$ cat src/rtl/axi_lite_obi_bridge.sv
// AXI4-Lite slave to OBI master bridge: one transaction in flight, fair read/write
// arbitration, address-window decode, bus-hang timeout and a saturating error counter.
module axi_lite_obi_bridge #(
  parameter int unsigned              ADDR_WIDTH     = 32,
  parameter int unsigned              DATA_WIDTH     = 32,
  parameter logic [ADDR_WIDTH-1:0]    BASE_ADDR      = '0,
  parameter logic [ADDR_WIDTH-1:0]    ADDR_MASK      = '1,
  parameter int unsigned              TIMEOUT_CYCLES = 256,
  parameter int unsigned              ERRCNT_WIDTH   = 8
) (
  input  logic                      clk_i,
  input  logic                      rst_ni,
  input  logic [ADDR_WIDTH-1:0]     s_axi_awaddr,
  input  logic                      s_axi_awvalid,
  output logic                      s_axi_awready,
  input  logic [2:0]                s_axi_awprot,
  input  logic [DATA_WIDTH-1:0]     s_axi_wdata,
  input  logic [DATA_WIDTH/8-1:0]   s_axi_wstrb,
  input  logic                      s_axi_wvalid,
  output logic                      s_axi_wready,
  output logic [1:0]                s_axi_bresp,
  output logic                      s_axi_bvalid,
  input  logic                      s_axi_bready,
  input  logic [ADDR_WIDTH-1:0]     s_axi_araddr,
  input  logic                      s_axi_arvalid,
  output logic                      s_axi_arready,
  input  logic [2:0]                s_axi_arprot,
  output logic [DATA_WIDTH-1:0]     s_axi_rdata,
  output logic [1:0]                s_axi_rresp,
  output logic                      s_axi_rvalid,
  input  logic                      s_axi_rready,
  output logic                      obi_req_o,
  input  logic                      obi_gnt_i,
  output logic [ADDR_WIDTH-1:0]     obi_addr_o,
  output logic                      obi_we_o,
  output logic [DATA_WIDTH/8-1:0]   obi_be_o,
  output logic [DATA_WIDTH-1:0]     obi_wdata_o,
  input  logic                      obi_rvalid_i,
  input  logic [DATA_WIDTH-1:0]     obi_rdata_i,
  output logic                      busy_o,
  output logic [ERRCNT_WIDTH-1:0]   err_count_o
);

  localparam int unsigned STRB_WIDTH = DATA_WIDTH / 8;
  localparam int unsigned ADDR_LSB   = $clog2(STRB_WIDTH);
  localparam int unsigned TCNT_WIDTH = (TIMEOUT_CYCLES > 1) ? $clog2(TIMEOUT_CYCLES + 1) : 1;
  localparam logic [TCNT_WIDTH-1:0] TCNT_LAST = TCNT_WIDTH'(TIMEOUT_CYCLES - 1);

  typedef enum logic [2:0] {StIdle, StObiReq, StObiRsp, StAxiR, StAxiB} state_e;

  state_e                  state_q;
  logic                    last_grant_q;  // 1: last contest went to the write
  logic                    awready_q, wready_q, arready_q;
  logic                    bvalid_q, rvalid_q, obi_req_q, we_q, busy_q;
  logic [1:0]              bresp_q, rresp_q;
  logic [DATA_WIDTH-1:0]   rdata_q, wdata_q;
  logic [ADDR_WIDTH-1:0]   addr_q;
  logic [STRB_WIDTH-1:0]   be_q;
  logic [TCNT_WIDTH-1:0]   tcnt_q;
  logic [ERRCNT_WIDTH-1:0] err_count_q;

  logic [ADDR_WIDTH-1:0]   sel_addr;
  logic [ADDR_WIDTH-1:0]   aligned_addr;
  logic [ERRCNT_WIDTH-1:0] err_count_inc;
  logic                    hit, timeout, write_cand, read_cand, unused_prot;

  assign unused_prot   = ^{s_axi_awprot, s_axi_arprot};
  assign sel_addr      = awready_q ? s_axi_awaddr : s_axi_araddr;
  assign aligned_addr  = {sel_addr[ADDR_WIDTH-1:ADDR_LSB], {ADDR_LSB{1'b0}}};
  assign hit           = (sel_addr & ADDR_MASK) == (BASE_ADDR & ADDR_MASK);
  assign timeout       = (TIMEOUT_CYCLES != 0) && (tcnt_q >= TCNT_LAST);
  assign err_count_inc = (err_count_q == '1) ? err_count_q : err_count_q + ERRCNT_WIDTH'(1);
  assign write_cand    = s_axi_awvalid && s_axi_wvalid;
  assign read_cand     = s_axi_arvalid;

  always_ff @(posedge clk_i or negedge rst_ni) begin
    if (!rst_ni) begin
      state_q      <= StIdle;
      last_grant_q <= 1'b1;
      awready_q    <= 1'b0;
      wready_q     <= 1'b0;
      arready_q    <= 1'b0;
      bvalid_q     <= 1'b0;
      rvalid_q     <= 1'b0;
      obi_req_q    <= 1'b0;
      we_q         <= 1'b0;
      busy_q       <= 1'b0;
      bresp_q      <= 2'b00;
      rresp_q      <= 2'b00;
      rdata_q      <= '0;
      wdata_q      <= '0;
      addr_q       <= '0;
      be_q         <= '0;
      tcnt_q       <= '0;
      err_count_q  <= '0;
    end else begin
      awready_q <= 1'b0;
      wready_q  <= 1'b0;
      arready_q <= 1'b0;
      unique case (state_q)
        StIdle: begin
          if (awready_q || arready_q) begin
            // Handshake cycle: channel inputs are still valid, latch and decode them.
            we_q    <= awready_q;
            addr_q  <= aligned_addr;
            wdata_q <= awready_q ? s_axi_wdata : '0;
            be_q    <= awready_q ? s_axi_wstrb : '1;
            tcnt_q  <= '0;
            busy_q  <= 1'b1;
            if (!hit) begin
              err_count_q <= err_count_inc;
              if (awready_q) begin
                state_q  <= StAxiB;
                bvalid_q <= 1'b1;
                bresp_q  <= 2'b11;
              end else begin
                state_q  <= StAxiR;
                rvalid_q <= 1'b1;
                rdata_q  <= '0;
                rresp_q  <= 2'b11;
              end
            end else if (awready_q && (s_axi_wstrb == '0)) begin
              state_q  <= StAxiB;
              bvalid_q <= 1'b1;
              bresp_q  <= 2'b00;
            end else begin
              state_q   <= StObiReq;
              obi_req_q <= 1'b1;
            end
          end else if (write_cand && (!read_cand || !last_grant_q)) begin
            awready_q    <= 1'b1;
            wready_q     <= 1'b1;
            last_grant_q <= 1'b1;
          end else if (read_cand) begin
            arready_q    <= 1'b1;
            last_grant_q <= 1'b0;
          end
        end
        StObiReq, StObiRsp: begin
          if (state_q == StObiReq && obi_gnt_i) begin
            obi_req_q <= 1'b0;
            state_q   <= StObiRsp;
            tcnt_q    <= tcnt_q + TCNT_WIDTH'(1);
          end else if (state_q == StObiRsp && obi_rvalid_i) begin
            if (we_q) begin
              state_q  <= StAxiB;
              bvalid_q <= 1'b1;
              bresp_q  <= 2'b00;
            end else begin
              state_q  <= StAxiR;
              rvalid_q <= 1'b1;
              rdata_q  <= obi_rdata_i;
              rresp_q  <= 2'b00;
            end
          end else if (timeout) begin
            // Hung slave: abandon the request and answer SLVERR.
            obi_req_q   <= 1'b0;
            err_count_q <= err_count_inc;
            if (we_q) begin
              state_q  <= StAxiB;
              bvalid_q <= 1'b1;
              bresp_q  <= 2'b10;
            end else begin
              state_q  <= StAxiR;
              rvalid_q <= 1'b1;
              rdata_q  <= '0;
              rresp_q  <= 2'b10;
            end
          end else begin
            tcnt_q <= tcnt_q + TCNT_WIDTH'(1);
          end
        end
        StAxiR: begin
          if (s_axi_rready) begin
            rvalid_q <= 1'b0;
            busy_q   <= 1'b0;
            state_q  <= StIdle;
          end
        end
        StAxiB: begin
          if (s_axi_bready) begin
            bvalid_q <= 1'b0;
            busy_q   <= 1'b0;
            state_q  <= StIdle;
          end
        end
        default: state_q <= StIdle;
      endcase
    end
  end

  assign s_axi_awready = awready_q;
  assign s_axi_wready  = wready_q;
  assign s_axi_arready = arready_q;
  assign s_axi_bvalid  = bvalid_q;
  assign s_axi_bresp   = bresp_q;
  assign s_axi_rvalid  = rvalid_q;
  assign s_axi_rresp   = rresp_q;
  assign s_axi_rdata   = rdata_q;
  assign obi_req_o     = obi_req_q;
  assign obi_addr_o    = addr_q;
  assign obi_we_o      = we_q;
  assign obi_be_o      = be_q;
  assign obi_wdata_o   = wdata_q;
  assign busy_o        = busy_q;
  assign err_count_o   = err_count_q;

endmodule
$ cat config.mk
export PLATFORM = sky130hd
export DESIGN_NAME = axi_lite_obi_bridge
export DESIGN_NICKNAME = d
export VERILOG_FILES = /design/src/rtl/axi_lite_obi_bridge.sv
export SDC_FILE = /design/constraint.sdc
export NUM_CORES = 1
export LEC_CHECK = 0
export CAP_MARGIN = 20
export CORE_ASPECT_RATIO = 1.2
export CORE_MARGIN = 2
export CORE_UTILIZATION = 43
export CTS_BUF_LIST = sky130_fd_sc_hd__clkbuf_4 sky130_fd_sc_hd__clkbuf_8
export CTS_CLUSTER_DIAMETER = 40
export DETAILED_ROUTE_END_ITERATION = 10
export PLACE_DENSITY_LB_ADDON = 0.2
export SLEW_MARGIN = 20
export SYNTH_ARGS = -nofsm -noshare
export SYNTH_HDL_FRONTEND = slang
export SYNTH_SLANG_ARGS = --single-unit
$ cat constraint.sdc
create_clock -name clk_i -period 2.75 [get_ports clk_i]
set_input_delay 0.4125 -clock clk_i [delete_from_list [all_inputs] [get_ports clk_i]]
set_output_delay 0.4125 -clock clk_i [all_outputs]
set_load 0.005 [all_outputs]
==> flow_metrics.tcl, run 1 <==
set metrics [dict create \
    outcome "complete, no violations" \
    via_count 5366 \
    power_frac_seq 0.363 \
    fp.dieW_um 110 \
    wl_um 17300 \
    clock_latency_ns 0.44 \
    cap_violations 0 \
    leakage_nw 3.74 \
    first_global_vias 5493 \
    cts.clk_slew.worst_paths_ns 0.08 \
    die-area_um2 14400 \
    cts_sinks 130 \
    min_period_ns 2.55 \
    htree_num_levels 4 \
    drt_iter0_drc 329 \
    gp_congestion 0.900 \
    p_sw_w 0.00305 \
    cts_made_buffers 17 \
    avgRoutedWirePerCell_um 17.1 \
    cp_top_family "compound AO/OA/AOI/OAI gates" \
    hold_viol 0 \
    end_kind "flip-flop" \
    setup_slack_ns 0.197 \
    synth_area_leader_cell "dfrtp_1" \
    startpoint "tcnt_q[0]" \
    critPathMaxStageDelay_ns 0.42 \
    place_ws_ns 0.0462 \
    vdd_ir_drop_max_mv 0.493 \
    async_flop_share 1.00 \
    power.share.clock 0.196 \
    grt.overflow.total 0 \
    crit_arrival_ns 2.87 \
    fp.dieH_um 131 \
    max_freq_ghz 0.392 \
    hold_class "input pin to asynchronous set/reset pin" \
    grt_pass1_wl_um 27400 \
    drive_above_1_share 0.0691 \
    critical_path.cell_chain "ha_1 -> nand3_1 -> nor2_1 -> ha_1 -> nor2_1 -> o21ai_1 -> a22o_1 -> a221o_2 -> buf_12 -> nand2_1 -> o21ai_0" \
    insertedDiodeCount 0 \
    post_cts_buffers 0 \
    io_pins 267 \
    synth_seq_area_share 0.562 \
    r2r-start "tcnt_q[0]" \
    netlist_area_um2 5800 \
    final_nets 977 \
    critical-path-slowest-cell "dfrtp_1" \
    period_share 0.928 \
    antenna_found_initial 0 \
    slew_headroom 0.315 \
    synth.distinct_cells 52 \
    grt_start_max_net_pins 70 \
    swShare 0.346 \
    critPathKind "flip-flop to flip-flop" \
    row_count 46 \
    initial_core_util 0.440 \
    first_pass_iters 5 \
    synth_top_cells_by_area "dfrtp_1, nand2_1, o21ai_0, mux2i_1, a22o_1" \
    via_per_inst 5.33 \
    dp_hpwl_um 13100 \
    synthDominantCellAreaShare 0.557 \
    critPathMaxFanout 69 \
    start_kind "flip-flop" \
    crit_buf_inv 1 \
    combPwrFrac 0.441 \
    coreArea_um2 13200 \
    synth_edf_count 0 \
    worstMarginPinSlew_ns 1.02 \
    cts_tree "yes" \
    synth_cells 572 \
    avgSynthCellArea_um2 10.1 \
    clockBufferDepth 2 \
    portBuffers 258 \
    drc 0 \
    ys_seq_elements 130 \
    slew_viol_final 0 \
    fin_hold_ws_ns 0.480 \
    drtAntennaViolNets 0 \
    cts_resized 0 \
    ys_warn_count 0 \
    rsz0062_at_grt "no" \
    grt_util_all_layers 0.245 \
    setup_viol 0 \
    synth_top_flop_cell "dfrtp_1" \
    syn_to_final_growth_pct 55.7 \
    required_ns 3.06 \
    skew_ns 0.0143 \
    finalPower_w 0.00881 \
    intPower_w 0.00577 \
    clockRootBuffer "clkbuf_8" \
    fillers 1062 \
    tns_ns 0 \
    power_density_nw_per_um2 977 \
]
==> sequential cells by signal, summed over array words and instances, names as in the netlist, 2 cells and up <==
signal       cells
obi_wdata_o     32
s_axi_rdata     32
obi_addr_o      30
tcnt_q           9
err_count_o      8
obi_be_o         4
state_q          3
s_axi_bresp      2
s_axi_rresp      2
==> power by group through the flow <==
stage	Clock (W)	Combinational, W	Sequential, W
2_1_floorplan	0	0.00173	0.00321
3_3_place_gp	0	0.00381	0.00318
3_5_place_dp	0	0.00390	0.00322
4_1_cts	0.00176	0.00393	0.00320
5_1_grt	0.00184	0.00427	0.00330
6_report	0.00172	0.00389	0.00320
==> metal layers <==
metal	vias to the layer above	GRT usage	wire length (um)
met5	-	0	0
met4	0	0.0745	274
met3	23	0.0838	1460
met2	206	0.432	9170
met1	2602	0.271	6360
li1	2535	-	-
==> cells by family (layout without fill, tap and decap cells) <==
kind of cell               after synthesis  in the layout  share of synthesized area
other                                    1              2                   0.000647
adders and majority gates                3              3                    0.00648
AOI/OAI and AO/OA                      158            158                      0.175
xor gates and xnor gates                 9              9                     0.0136
DFF                                    130            130                      0.562
and+or+nand+nor                        192            192                      0.149
muxes                                   33             33                     0.0583
buffers and inverters                   46            312                     0.0352
==> stage by stage <==
| step | utilization | cells | area (um2) |
|---|---|---|---|
| floorplan | - | 573 | 5800 |
| global placement | 0.652 | 975 | 8590 |
| detailed placement | 0.652 | 975 | 8590 |
| CTS | 0.684 | 1007 | 9020 |
| global route | 0.684 | 1007 | 9020 |
| finish | 0.684 | 1007 | 9020 |
==> final timing paths <==
check | slack [ns] | cells past startpoint | to
setup / recovery | 0.20 | 11 | s_axi_rdata[27]
hold reg to reg | 0.48 | 2 | s_axi_rdata[6]
min in group clk_i | 0.48 | 2 | s_axi_rdata[6]
hold / removal | 0.48 | 2 | s_axi_bresp[1]
max in group asynchronous | 1.57 | 3 | obi_addr_o[30]
setup reg to reg | 0.20 | 11 | s_axi_rdata[27]
==> cell type report <==
class	count	area, um2	share of cell area
Clock buffer	18	248	0.0275
Clock inverter	13	173	0.0191
Inverter	8	30.0	0.00333
Multi-Input combinational cell	397	2370	0.263
Sequential cell	130	3260	0.361
Tap cell	168	210	0.0233
Timing Repair Buffer	273	2740	0.303
==> layout by cell type (no fill, tap or decap), types with 6 or more instances in the layout <==
cell type          n
nand2_1          119
clkbuf_8          18
xnor2_1            8
nor2_1            15
a22o_1            33
buf_4             11
mux2i_1           30
nand4_1            9
dfrtp_1          128
inv_1              8
nor4_1            17
nand3_1            8
a21oi_1            7
inv_6              6
clkdlybuf4s50_1  257
o21ai_0           82
==> synth_stat cells (3+ instances only) <==
library cell,number
o211ai_1,4
nand2b_1,4
o22a_1,4
o21ai_0,82
xnor2_1,8
buf_4,4
a22o_1,33
dfrtp_1,129
buf_2,10
nor3_1,4
clkbuf_1,21
nand4_1,9
a21o_1,4
o21ai_1,5
mux2i_1,30
nand2_1,119
ha_1,3
and3_1,3
o21a_1,4
nor2b_1,3
nor2_1,15
inv_1,8
a21oi_1,7
nor4_1,17
nand3_1,8
clkbuf_2,3
==> what timing repair did <==
action	4_1_cts	5_1_grt
endpoints found under the setup margin	0	0
hold endpoints to repair	42	0
hold buffers	1	0
Power figures use the tool's default switching activity.
==> run 2, diff against run 1 <==
CELL_PAD_IN_SITES_DETAIL_PLACEMENT = 0   (was unset)
CELL_PAD_IN_SITES_GLOBAL_PLACEMENT = 2   (was unset)
CORE_UTILIZATION = 25   (was 43)
==> run 2 against run 1 <==
  * Die area increased by 69%
  * Sequential power about the same
  * Non-clock buffer count rose by 8
  * Design area increased by 2.3%
  * Routed wire length is 8.4% higher
  * Sequential cell count is the same
  * Clock-buffer cell count shrank 1
  * Critical endpoint is now s_axi_rdata[25]
==> flow_metrics.tcl, run 2 (synthesis results as in run 1) <==
set metrics [dict create \
    syn_to_final_growth_pct 59.2 \
    coreArea_um2 23000 \
    clock_latency_ns 0.45 \
    crit_buf_inv 1 \
    dp_hpwl_um 14300 \
    cts.clk_slew.worst_paths_ns 0.10 \
    fin_cells 1163 \
    drt_iter0_drc 145 \
    layout_common_cells "clkdlybuf4s50_1, dfrtp_1, nand2_1" \
    clockRootBuffer "clkbuf_8" \
    p_sw_w 0.00323 \
    first_global_vias 5528 \
    worstMarginPinSlew_ns 1.04 \
    hold_viol 0 \
    die-area_um2 24400 \
    tns_ns 0 \
    drc 0 \
    slew_headroom 0.303 \
    vdd_ir_drop_max_mv 0.398 \
    cap_violations 0 \
    crit_arrival_ns 2.89 \
    hold_class "flip-flop to flip-flop" \
    wl_um 18700 \
    first_pass_iters 4 \
    cts_tree "yes" \
    avgRoutedWirePerCell_um 16.1 \
    fp.dieW_um 143 \
    critical_path.cell_chain "ha_1 -> nand3_1 -> nor2_1 -> ha_1 -> nor2_1 -> o21ai_1 -> a22o_1 -> a221o_2 -> buf_12 -> nand2_1 -> o21ai_0" \
    htree_num_levels 4 \
    intPower_w 0.00557 \
    initial_core_util 0.252 \
    leakage_nw 3.76 \
    grt.overflow.total 0 \
    setup_viol 0 \
    cts_made_buffers 17 \
    rsz0062_at_grt "yes" \
    fp.dieH_um 171 \
    critical-path-slowest-cell "dfrtp_1" \
    final_nets 985 \
    swShare 0.367 \
    grt_start_max_net_pins 66 \
    drtAntennaViolNets 0 \
    max_freq_ghz 0.389 \
    power_density_nw_per_um2 954 \
    grt_util_all_layers 0.155 \
    critPathMaxFanout 65 \
    fin_hold_ws_ns 0.485 \
    period_share 0.934 \
    io_pins 267 \
    start_kind "flip-flop" \
    clockBufferDepth 2 \
    outcome "complete, no violations" \
    via_per_inst 4.53 \
    portBuffers 258 \
    row_count 61 \
    min_period_ns 2.57 \
    cp_top_family "compound AO/OA/AOI/OAI gates" \
    gp_congestion 0.814 \
    final_core_util 0.402 \
    skew_ns 0.0204 \
    via_count 5269 \
    combPwrFrac 0.454 \
    finalPower_w 0.00880 \
    power.share.clock 0.186 \
    antenna_found_initial 0 \
    post_cts_buffers 0 \
    grt_pass1_wl_um 29500 \
    drive_above_1_share 0.0790 \
    slew_viol_final 0 \
    dp_cells 1130 \
    final_common_cell "clkdlybuf4s50_1" \
    insertedDiodeCount 0 \
    critPathKind "flip-flop to flip-flop" \
    cts_sinks 130 \
    end_kind "flip-flop" \
    power_frac_seq 0.360 \
    required_ns 3.07 \
    critPathMaxStageDelay_ns 0.43 \
]
[run 2: cell types whose count changed in the layout (fill, tap and decap cells not counted), sizes merged]
cell / delta
buf: +8
inv: +4
bufinv: -3
clkinv: +2
clkbuf: -1
clkinvlp: -1
[run 2: power groups by stage]
stage               Sequential [W]  Combinational, W  Clock [W]
finish                     0.00317           0.00399    0.00164
floorplan                  0.00321           0.00173          0
global route               0.00328           0.00445    0.00180
global placement           0.00318           0.00403          0
CTS                        0.00319           0.00407    0.00172
detailed placement         0.00321           0.00406          0
[run 2: path summary, 6_finish.rpt]
check / from / end / slack [ns] / cells after the start
max: tcnt_q[0] / s_axi_rdata[25] / 0.18 / 11
min: obi_addr_o[15] / obi_addr_o[15] / 0.48 / 2
max reg2reg: tcnt_q[0] / s_axi_rdata[25] / 0.18 / 11
min reg2reg: obi_addr_o[15] / obi_addr_o[15] / 0.48 / 2
max in group asynchronous: rst_ni / obi_addr_o[4] / 1.48 / 3
min in group asynchronous: rst_ni / s_axi_rdata[9] / 0.53 / 2
[run 2: tightest hold or removal path, stage by stage, from the launching register on]
cell and delay, ns:
dfrtp_1 0.35, nand2_1 0.05, o21ai_0 0.06
[run 2: cell type report]
type	instances	area (um2)
Multi-Input combinational cell	397	2370
Tap cell	315	394
Fill cell	2265	13700
Clock inverter	15	161
Timing Repair Buffer	281	2780
Inverter	8	30.0
Sequential cell	130	3260
Clock buffer	17	234
[run 2: metal layers]
layer | wire (um) | vias to the layer above | share of wire | GRT usage
met5 | 0 | - | 0 | 0
met4 | 305 | 0 | 0.016 | 0.0491
met3 | 1900 | 19 | 0.10 | 0.0750
met2 | 8580 | 207 | 0.46 | 0.249
met1 | 7940 | 2489 | 0.42 | 0.184
li1 | - | 2554 | - | -
[run 2: through the flow]
step	setup WS (ns)	area, um2
final	0.180	9230
after global routing	-0.0207	9230
after CTS	0.171	9230
after detailed placement	0.101	8820
after global placement	0.0917	8820
after floorplan	0.467	5800
[run 2: timing repair]
action                                  in CTS  in global routing
hold buffers                                 1                  0
gates resized for setup                      0                  1
endpoints found under the setup margin       0                 11
hold endpoints to repair                    59                  0
